<file path="config.mk">
export PLATFORM = sky130hd
export DESIGN_NAME = clkgen_rst_seq
export DESIGN_NICKNAME = d
export VERILOG_FILES = /design/src/rtl/clkgen_pkg.sv /design/src/rtl/clkgen_div_ch.sv /design/src/rtl/clkgen_rst_seq.sv
export SDC_FILE = /design/constraint.sdc
export NUM_CORES = 1
export LEC_CHECK = 0
export BUFFER_PORTS_ARGS = -buffer_cell sky130_fd_sc_hd__buf_2
export CORE_AREA = 2 2 120 122
export DETAILED_ROUTE_END_ITERATION = 10
export DIE_AREA = 0 0 122 124
export PLACE_DENSITY_LB_ADDON = 0.12
export SYNTH_ARGS = -nofsm -noshare
export SYNTH_HDL_FRONTEND = slang
export SYNTH_SLANG_ARGS = --single-unit
</file>
<file path="constraint.sdc">
create_clock -name clk_96M -period 1.84 [get_ports clk_96M]
set_input_delay 0.368 -clock clk_96M [delete_from_list [all_inputs] [get_ports clk_96M]]
set_output_delay 0.368 -clock clk_96M [all_outputs]
set_load 0.01 [all_outputs]
</file>
<file path="src/rtl/clkgen_pkg.sv">
// clkgen_pkg: shared types, constants and helpers for the clkgen_rst_seq slice.
package clkgen_pkg;

    // Reset sequencer states; encoding 3 is unused and recovers to SEQ_WAIT.
    typedef enum logic [1:0] {
        SEQ_WAIT  = 2'd0,
        SEQ_STAGE = 2'd1,
        SEQ_RUN   = 2'd2
    } seq_state_e;

    // Width and saturation value of the lock-loss event counter.
    localparam int              LLC_W   = 8;
    localparam logic [LLC_W-1:0] LLC_MAX = '1;

    // Bits needed to hold 0..n-1, never less than one.
    function automatic int bits_for(input int n);
        return (n > 1) ? $clog2(n) : 1;
    endfunction

    // Power-on divisor of channel i: 2^(i+1)-1, i.e. a period of 2^(i+1) cycles.
    function automatic logic [31:0] def_div(input int i);
        return (32'd1 << (i + 1)) - 32'd1;
    endfunction

endpackage

</file>
<file path="src/rtl/clkgen_div_ch.sv">
// clkgen_div_ch: one clock-enable divider channel with a deferred runtime divisor.
// The divisor register only changes at a wrap, so a period in flight is never cut short.
// Optional square-wave output guarded by CLKGEN_SQUARE_EN.
module clkgen_div_ch
    import clkgen_pkg::*;
#(
    parameter int DIV_W  = 8,
    parameter int CH_IDX = 0
) (
    input  logic             clk_96M,
    input  logic             n_reset,
    input  logic             wr_en,
    input  logic [DIV_W-1:0] cfg_div,
    output logic             ce_out
`ifdef CLKGEN_SQUARE_EN
    ,
    output logic             sq_out
`endif
);

    localparam logic [DIV_W-1:0] DEF_DIV = DIV_W'(def_div(CH_IDX));

    logic [DIV_W-1:0] cnt_q, cnt_d;
    logic [DIV_W-1:0] div_q, div_d;
    logic [DIV_W-1:0] pend_q, pend_d;
    logic             pend_vld_q, pend_vld_d;
    logic             ce_q, ce_d;
    logic             wrap;
`ifdef CLKGEN_SQUARE_EN
    logic             sq_q, sq_d;
`endif

    assign wrap = (cnt_q == div_q);

    // Next state: count up to the divisor, reload at the wrap, stage writes until then.
    always_comb begin
        // NOTE: every signal gets a default first so no branch can infer a latch.
        cnt_d      = wrap ? '0 : cnt_q + 1'b1;
        div_d      = div_q;
        pend_d     = pend_q;
        pend_vld_d = pend_vld_q;
        ce_d       = wrap;
        if (wrap) begin
            // A write landing on the wrap cycle takes effect at this very wrap.
            if (wr_en) begin
                div_d = cfg_div;
            end else if (pend_vld_q) begin
                div_d = pend_q;
            end
            pend_vld_d = 1'b0;
        end else if (wr_en) begin
            pend_d     = cfg_div;
            pend_vld_d = 1'b1;
        end
`ifdef CLKGEN_SQUARE_EN
        sq_d = sq_q ^ ce_q;
`endif
    end

    // Control and output flops with synchronous active-low reset.
    always_ff @(posedge clk_96M) begin
        // NOTE: non-blocking so every flop samples pre-edge values whatever the statement order.
        if (!n_reset) begin
            cnt_q      <= '0;
            div_q      <= DEF_DIV;
            pend_vld_q <= 1'b0;
            ce_q       <= 1'b0;
`ifdef CLKGEN_SQUARE_EN
            sq_q       <= 1'b0;
`endif
        end else begin
            cnt_q      <= cnt_d;
            div_q      <= div_d;
            pend_vld_q <= pend_vld_d;
            ce_q       <= ce_d;
`ifdef CLKGEN_SQUARE_EN
            sq_q       <= sq_d;
`endif
        end
    end

    // Pending divisor payload, qualified by pend_vld_q.
    always_ff @(posedge clk_96M) begin
        // NOTE: pure data storage carries no reset; clearing its valid flag discards it.
        pend_q <= pend_d;
    end

    assign ce_out = ce_q;
`ifdef CLKGEN_SQUARE_EN
    assign sq_out = sq_q;
`endif

endmodule

</file>
<file path="src/rtl/clkgen_rst_seq.sv">
// clkgen_rst_seq: clock-enable generator and staged reset sequencer for the 96 MHz core domain.
// N_CH divider channels run from reset; domain resets release in ascending order once
// the synchronised PLL lock has been stable for LOCK_FILT cycles, STAGGER cycles apart.
// Define CLKGEN_SQUARE_EN to add the clk_sq_out square-wave outputs.
module clkgen_rst_seq
    import clkgen_pkg::*;
#(
    parameter int N_CH      = 4,
    parameter int DIV_W     = 8,
    parameter int LOCK_FILT = 16,
    parameter int STAGGER   = 8
) (
    input  logic                      clk_96M,
    input  logic                      n_reset,
    input  logic                      pll_lock,
    input  logic                      cfg_we,
    input  logic [bits_for(N_CH)-1:0] cfg_ch,
    input  logic [DIV_W-1:0]          cfg_div,
    output logic [N_CH-1:0]           ce_out,
    output logic [N_CH-1:0]           n_rst_dom,
    output logic                      all_ready,
    output logic [1:0]                seq_state,
    output logic [LLC_W-1:0]          lock_loss_cnt
`ifdef CLKGEN_SQUARE_EN
    ,
    output logic [N_CH-1:0]           clk_sq_out
`endif
);

    localparam int CH_W   = bits_for(N_CH);
    localparam int FILT_W = bits_for(LOCK_FILT);
    localparam int STG_W  = bits_for(STAGGER);

    logic [N_CH-1:0] wr_en;

    logic              lock_meta_q, lock_s_q;
    seq_state_e        state_q, state_d;
    logic [FILT_W-1:0] filt_q, filt_d;
    logic [STG_W-1:0]  stg_q, stg_d;
    logic [CH_W-1:0]   nxt_q, nxt_d;
    logic [N_CH-1:0]   dom_q, dom_d;
    logic              rdy_q, rdy_d;
    logic [LLC_W-1:0]  llc_q, llc_d;

    // Decode the divisor write; indices at or above N_CH match no channel and are dropped.
    always_comb begin
        wr_en = '0;
        for (int i = 0; i < N_CH; i++) begin
            wr_en[i] = cfg_we && (cfg_ch == CH_W'(i));
        end
    end

    for (genvar gi = 0; gi < N_CH; gi++) begin : g_ch
        clkgen_div_ch #(
            .DIV_W  (DIV_W),
            .CH_IDX (gi)
        ) u_ch (
            .clk_96M (clk_96M),
            .n_reset (n_reset),
            .wr_en   (wr_en[gi]),
            .cfg_div (cfg_div),
            .ce_out  (ce_out[gi])
`ifdef CLKGEN_SQUARE_EN
            ,
            .sq_out  (clk_sq_out[gi])
`endif
        );
    end

    // Two-flop synchroniser for the asynchronous PLL lock.
    always_ff @(posedge clk_96M) begin
        if (!n_reset) begin
            lock_meta_q <= 1'b0;
            lock_s_q    <= 1'b0;
        end else begin
            lock_meta_q <= pll_lock;
            lock_s_q    <= lock_meta_q;
        end
    end

    // Sequencer next state: filter lock, release domains one stagger apart, drop all on loss.
    always_comb begin
        state_d = state_q;
        filt_d  = filt_q;
        stg_d   = stg_q;
        nxt_d   = nxt_q;
        dom_d   = dom_q;
        rdy_d   = rdy_q;
        llc_d   = llc_q;
        case (state_q)
            SEQ_WAIT: begin
                dom_d = '0;
                rdy_d = 1'b0;
                if (!lock_s_q) begin
                    filt_d = '0;
                end else if (filt_q == FILT_W'(LOCK_FILT - 1)) begin
                    filt_d   = '0;
                    stg_d    = '0;
                    nxt_d    = CH_W'(1);
                    dom_d[0] = 1'b1;
                    if (N_CH == 1) begin
                        state_d = SEQ_RUN;
                        rdy_d   = 1'b1;
                    end else begin
                        state_d = SEQ_STAGE;
                    end
                end else begin
                    filt_d = filt_q + 1'b1;
                end
            end
            SEQ_STAGE, SEQ_RUN: begin
                if (!lock_s_q) begin
                    state_d = SEQ_WAIT;
                    dom_d   = '0;
                    rdy_d   = 1'b0;
                    filt_d  = '0;
                    if (llc_q != LLC_MAX) begin
                        llc_d = llc_q + 1'b1;
                    end
                end else if (state_q == SEQ_STAGE) begin
                    if (stg_q == STG_W'(STAGGER - 1)) begin
                        stg_d        = '0;
                        dom_d[nxt_q] = 1'b1;
                        nxt_d        = nxt_q + 1'b1;
                        if (nxt_q == CH_W'(N_CH - 1)) begin
                            state_d = SEQ_RUN;
                            rdy_d   = 1'b1;
                        end
                    end else begin
                        stg_d = stg_q + 1'b1;
                    end
                end
            end
            default: begin
                state_d = SEQ_WAIT;
                dom_d   = '0;
                rdy_d   = 1'b0;
                filt_d  = '0;
            end
        endcase
    end

    // Sequencer state and registered outputs.
    always_ff @(posedge clk_96M) begin
        if (!n_reset) begin
            state_q <= SEQ_WAIT;
            filt_q  <= '0;
            stg_q   <= '0;
            nxt_q   <= '0;
            dom_q   <= '0;
            rdy_q   <= 1'b0;
            llc_q   <= '0;
        end else begin
            state_q <= state_d;
            filt_q  <= filt_d;
            stg_q   <= stg_d;
            nxt_q   <= nxt_d;
            dom_q   <= dom_d;
            rdy_q   <= rdy_d;
            llc_q   <= llc_d;
        end
    end

    assign n_rst_dom     = dom_q;
    assign all_ready     = rdy_q;
    assign seq_state     = state_q;
    assign lock_loss_cnt = llc_q;

endmodule

</file>
==> results of run 1 <==
[worst max path at each step]
stage                                    from                      to  slack [ps]  depth (start not counted)
floorplan           seq_state[1]$_SDFFE_PN0P_  filt_q[2]$_SDFFE_PN0P_          10                          6
global placement    seq_state[0]$_SDFFE_PN0P_   nxt_q[1]$_SDFFE_PN0P_          60                          7
detailed placement  seq_state[0]$_SDFFE_PN0P_   nxt_q[0]$_SDFFE_PN0P_          10                          7
CTS                 seq_state[0]$_SDFFE_PN0P_   nxt_q[0]$_SDFFE_PN0P_       0.004                          7
global route        seq_state[0]$_SDFFE_PN0P_   nxt_q[1]$_SDFFE_PN0P_           3                          7
finish              seq_state[0]$_SDFFE_PN0P_   nxt_q[0]$_SDFFE_PN0P_         100                          6
[per-stage QoR]
stage	instances	utilization
after CTS	805	0.498
final	805	0.501
after global placement	773	0.458
after detailed placement	773	0.458
after floorplan	559	-
after global routing	805	0.501
[cells in the final DEF, fill, tap and decap left out, drive strengths merged, types with 3 or more instances in the layout]
master  netlist  final
clkinv        0      5
nand3        28     28
dfxtp        98     98
a311oi       10     10
edfxtp       32     32
nor2b         6      6
xor2         27     27
buf          10     55
a31oi         7      7
inv          12     12
a41oi         3      3
nand2        46     46
a211oi        4      4
and4          6      6
nor3          6      6
clkbuf       11     25
or4           4      4
nor2         64     64
and3         10     10
ha           16     16
nand2b        8      8
o21ai        14     14
a21oi        12     12
mux2i        36     36
xnor2        32     32
nand4         9      9
mux2         22     22
and2          7      7
[power groups by stage]
stage               Sequential [W]  Clock, W  Combinational, W
finish                     0.00314   0.00314          0.000595
global route               0.00315   0.00336          0.000662
CTS                        0.00314   0.00324          0.000603
detailed placement         0.00320         0          0.000601
global placement           0.00319         0          0.000585
floorplan                  0.00318         0          0.000440
[what timing repair did]
item | CTS | global route
hold buffers | 0 | 0
setup endpoints to repair | 0 | 18
gates resized for setup | 0 | 8
[per-layer routing]
metal / vias to the layer above / global-route usage / part of all wire
li1: 2087 / - / -
met1: 1962 / 0.196 / 0.46
met2: 65 / 0.261 / 0.49
met3: 9 / 0.0481 / 0.039
met4: 0 / 0.0668 / 0.0099
met5: - / 0 / 0
[flip-flops by register name, summed over array words and instances (netlist names)]
register and flops:
n_rst_dom 4, stg_q 3, g_ch.u_ch.cnt_q 32, seq_state 2, lock_meta_q 1, g_ch.u_ch.pend_q 32
g_ch.u_ch.div_q 32, all_ready 1, lock_loss_cnt 8, nxt_q 2, g_ch.u_ch.pend_vld_q 4, filt_q 4
lock_s_q 1, g_ch.u_ch.ce_out 4
[kinds of logic (layout without fill, tap and decap cells)]
kind of cell	after synthesis	in the layout
buf+inv	33	99
simple gates	204	204
xor+xnor	59	59
flops	130	130
mux	58	58
compound gates	59	59
fa+ha+maj	16	16
[final cells by class]
class | instances | share of cell area
Clock buffer | 25 | 0.0678
Clock inverter | 7 | 0.0120
Inverter | 12 | 0.00656
Multi-Input combinational cell | 396 | 0.405
Sequential cell | 130 | 0.426
Tap cell | 180 | 0.0328
Timing Repair Buffer | 55 | 0.0503
==> qor.yml, run 1 <==
hold_depth: 2
whs_ps: 166
synth_area_um2: 5810
fin_crit_ps: 1740
area_growth_syn_to_layout_pct: 18.1
wire_per_inst_um: 13.9
crit_chain: "buf_4, ha_4, or2_2, a222oi_1, nor2_1, a211oi_1"
syn-num-nets: 589
wirelength_um: 11200
finalPower_w: 0.00687
pwr-share-clk: 0.457
reg2reg_slack_ps: 100
htree_levels: 4
drc: 0
min_to: "lock_meta_q$_SDFF_PN0_"
crit_required_ps: 2170
antenna_cells: 0
final_area_um2: 6870
rr_worst_depth: 6
rr_endpoint: "nxt_q[0]$_SDFFE_PN0P_"
fp.dieH_um: 124
dp_slack_ps: 13.0
drive_gt1_frac: 0.192
grt_pass1_wl_um: 18700
ys.flop_type: "dfxtp_1"
vias: 4123
muxShareOfSynthArea: 0.105
track_usage: 0.159
viasPerCell: 5.12
synth-adder-area-share: 0.0344
coreArea_um2: 13700
start_util: 0.424
multi_input_area_um2: 2780
avgSynthCellArea_um2: 10.4
critPathLaunchType: "flip-flop"
cts_setup_buffers: 0
ys_types: 51
worst_path_max_delay_cell: "a222oi_1"
maxCapViolCount: 0
sequentialPowerShare: 0.457
switching_share: 0.228
synth_warnings: 0
arrival_ps: 2070
crit_buf_inv: 1
max-vdd-ir-drop_mv: 0.563
drv_slew: 0
yosysTopAreaCell: "dfxtp_1"
gp_congestion: 0.775
finalCritPeriodShare: 0.948
power_switching_w: 0.00157
r2r-start: "seq_state[0]$_SDFFE_PN0P_"
synthCells: 559
fin_skew_ps: 9.34
tightest_slew_ps: 675
yosys.area.top_type_share: 0.337
max-slew-margin-rel: 0.549
min_from: "pll_lock"
place_area_um2: 6290
clock.fmax_mhz: 574
die_w_um: 122
clockRootBuffer: "clkbuf_16"
grt_start_max_net_pins: 38
p_leak_nw: 2.79
firstDrtPassIters: 4
internal-power_w: 0.00530
detail-route-antenna-nets: 0
grt_overflow: 0
crit_type: "reg2reg"
fin_nets: 642
synth_compound_area_frac: 0.0697
cp_slowest_stage_delay_ps: 440
synthTopCellsByCount: "dfxtp_1, nor2_1, nand2_1, mux2i_1"
synth.area.top_cells: "dfxtp_1, edfxtp_1, mux2i_1"
synth-xor-area-share: 0.0889
setup-tns-final_ps: 0
final-setup-viol-count: 0
synthArstFlopShare: 0
fillerInstances: 1259
critPathMaxFanout: 5
hold_class: "in2reg"
portBuffers: 32
postLayoutSetupSlackWorst_ps: 96.3
cts.clk_slew.worst_paths_ps: 50
combPwrFrac: 0.087
cpLargestDelayFamily: "compound AO/OA/AOI/OAI gates"
cts_tree: "done"
hpwlAfterDp_um: 7880
numCtsBuffers: 17
rows: 43
status: "finished, final reports clean"
grt_pass1_vias: 3965
synth.most_common_cell: "dfxtp_1"
io_pins: 33
yosysSeqAreaShare: 0.503
synth_edf_count: 32
final_hold_viol_count: 0
seqCellArea_um2: 2920
rsz0062_at_grt: "false"
synth_simple_gate_area_frac: 0.174
crit_path_end_kind: "flip-flop"
power_density_nw_per_um2: 1000
clock_latency_ps: 420
cts_sinks: 130
dieArea_um2: 15100
drt_iter0_markers: 244
ys_seq_elements: 130
antenna_found_initial: 0
synth_top_family_by_area: "simple AND/OR/NAND/NOR gates"
ctsLongestPathBuffers: 2
No activity file was read; power rests on OpenSTA's default activity.
==> run 2, diff against run 1 <==
--- a/config.mk
+++ b/config.mk
@@ -6,10 +6,11 @@
 export NUM_CORES = 1
 export LEC_CHECK = 0
 export BUFFER_PORTS_ARGS = -buffer_cell sky130_fd_sc_hd__buf_2
-export CORE_AREA = 2 2 120 122
+export CORE_AREA = 2 2 108 136
 export DETAILED_ROUTE_END_ITERATION = 10
-export DIE_AREA = 0 0 122 124
+export DIE_AREA = 0 0 110 138
 export PLACE_DENSITY_LB_ADDON = 0.12
+export SETUP_SLACK_MARGIN = 0.3
 export SYNTH_ARGS = -nofsm -noshare
 export SYNTH_HDL_FRONTEND = slang
 export SYNTH_SLANG_ARGS = --single-unit
==> qor.yml, run 2 (same netlist as run 1, synthesis figures left out) <==
status: "finished, final reports clean"
rows: 49  # +14%
grt_start_max_net_pins: 38  # unchanged
clockRootBuffer: "clkbuf_16"
die_w_um: 110  # -9.8%
tightest_slew_ps: 681  # +6.39 ps
grt_pass1_vias: 4253  # +7.3%
arrival_ps: 1940  # -130 ps
final_common_cell: "dfxtp_1"
ctsLongestPathBuffers: 2  # unchanged
fp.dieH_um: 138  # +11%
layout_common_cells: "dfxtp_1, nor2_1, nand2_1"
crit_path_end_kind: "flip-flop"
rsz0062_at_grt: "true"
critPathMaxFanout: 5  # unchanged
track_usage: 0.167  # +0.00732
wirelength_um: 11900  # +6.2%
portBuffers: 32  # unchanged
final-setup-viol-count: 0  # unchanged
final_hold_viol_count: 0  # unchanged
antenna_found_initial: 0  # unchanged
whs_ps: 157  # -9.61 ps
grt_overflow: 0  # unchanged
grt_pass1_wl_um: 19700  # +5.3%
drc: 0  # unchanged
cts_sinks: 130  # unchanged
dieArea_um2: 15200  # +0.34%
critPathLaunchType: "flip-flop"
detail-route-antenna-nets: 0  # unchanged
io_pins: 33  # unchanged
postLayoutSetupSlackWorst_ps: 175  # +79.0 ps
crit_type: "reg2reg"
setup-tns-final_ps: 0  # unchanged
hpwlAfterDp_um: 7940  # +0.72%
max-slew-margin-rel: 0.545  # -0.00427
fin_skew_ps: 4.64  # -4.70 ps
firstDrtPassIters: 4  # unchanged
coreArea_um2: 14000  # +2.3%
antenna_cells: 0  # unchanged
p_leak_nw: 2.95  # +5.6%
max-vdd-ir-drop_mv: 0.661  # +17%
maxCapViolCount: 0  # unchanged
drt_iter0_markers: 139  # -43%
start_util: 0.414  # -0.00967
cts_tree: "done"
finalCritPeriodShare: 0.905  # -0.0429
clock.fmax_mhz: 601  # +4.7%
clock_latency_ps: 420  # about the same
vias: 4256  # +3.2%
dp_slack_ps: 73.3  # +60.3 ps
cts.clk_slew.worst_paths_ps: 60  # about the same
drv_slew: 0  # unchanged
fin_nets: 660  # +2.8%
wire_per_inst_um: 14.5  # +4.2%
reg.largest.list: "g_ch.u_ch.cnt_q x32, g_ch.u_ch.div_q x32, g_ch.u_ch.pend_q x32"
viasPerCell: 5.18  # +1.2%
numCtsBuffers: 17  # unchanged
fin_crit_ps: 1660  # -79.0 ps
area_growth_syn_to_layout_pct: 25.8
hold_class: "in2reg"
gp_congestion: 0.757  # -2.4%
drive_gt1_frac: 0.283  # +0.0910
crit_required_ps: 2120  # -50 ps
htree_levels: 4  # unchanged
power_density_nw_per_um2: 1030  # +2.7%
==> run 2: changes by cell type in the layout (fill, tap and decap cells not counted), sizes merged <==
cell	delta
buf	+16
bufinv	+3
clkbuf	-8
clkinv	+1
clkinvlp	+4
o21ai	+2
==> run 2: path summary, 6_finish.rpt <==
kind	depth (start not counted)	start	slack, ps	to
max	8	seq_state[0]$_SDFFE_PN0P_	180	nxt_q[1]$_SDFFE_PN0P_
min	2	pll_lock	160	lock_meta_q$_SDFF_PN0_
max reg2reg	8	seq_state[0]$_SDFFE_PN0P_	180	nxt_q[1]$_SDFFE_PN0P_
min reg2reg	2	n_rst_dom[0]$_SDFFE_PN0P_	450	n_rst_dom[0]$_SDFFE_PN0P_
==> run 2: through the flow <==
stage	utilization	cells	total power, W	area [um2]
after global routing	0.521	821	0.00784	7320
after floorplan	-	559	0.00362	5900
after CTS	0.504	810	0.00749	7080
final	0.521	821	0.00752	7320
after global placement	0.448	765	0.00379	6300
after detailed placement	0.448	765	0.00381	6300
==> run 2: what timing repair did <==
action / 4_1_cts / 5_1_grt
setup endpoints to repair: 48 / 64
resized for setup: 8 / 44
setup buffers: 12 / 10
pin swaps: 8 / 19
hold buffers: 0 / 0
cloned: 1 / 1
==> run 2: power by group <==
part           internal, W  switching (W)
Combinational     0.000312       0.000433
Sequential         0.00304      0.0000885
Clock              0.00239        0.00125
Total              0.00574        0.00178
==> run 2: area by class of cell <==
class | count | area (um2)
Clock buffer | 17 | 425
Tap cell | 178 | 223
Sequential cell | 130 | 2950
Timing Repair Buffer | 71 | 469
Inverter | 12 | 50.0
Clock inverter | 15 | 215
Fill cell | 1255 | 6720
Multi-Input combinational cell | 398 | 2980
==> run 2: routing by layer <==
layer	global-route usage	wire, um
met4	0.0799	209
met5	0	0
met2	0.277	6160
met1	0.197	5200
met3	0.0410	317
==> run 2: critical path, cell delays in order, from the launching register on <==
cell      delay, ps
dfxtp_4         370
inv_4            40
ha_4            240
buf_12          130
nand2b_4        150
a222oi_1        240
buf_4           190
nand2b_4        110
a21oi_1          50
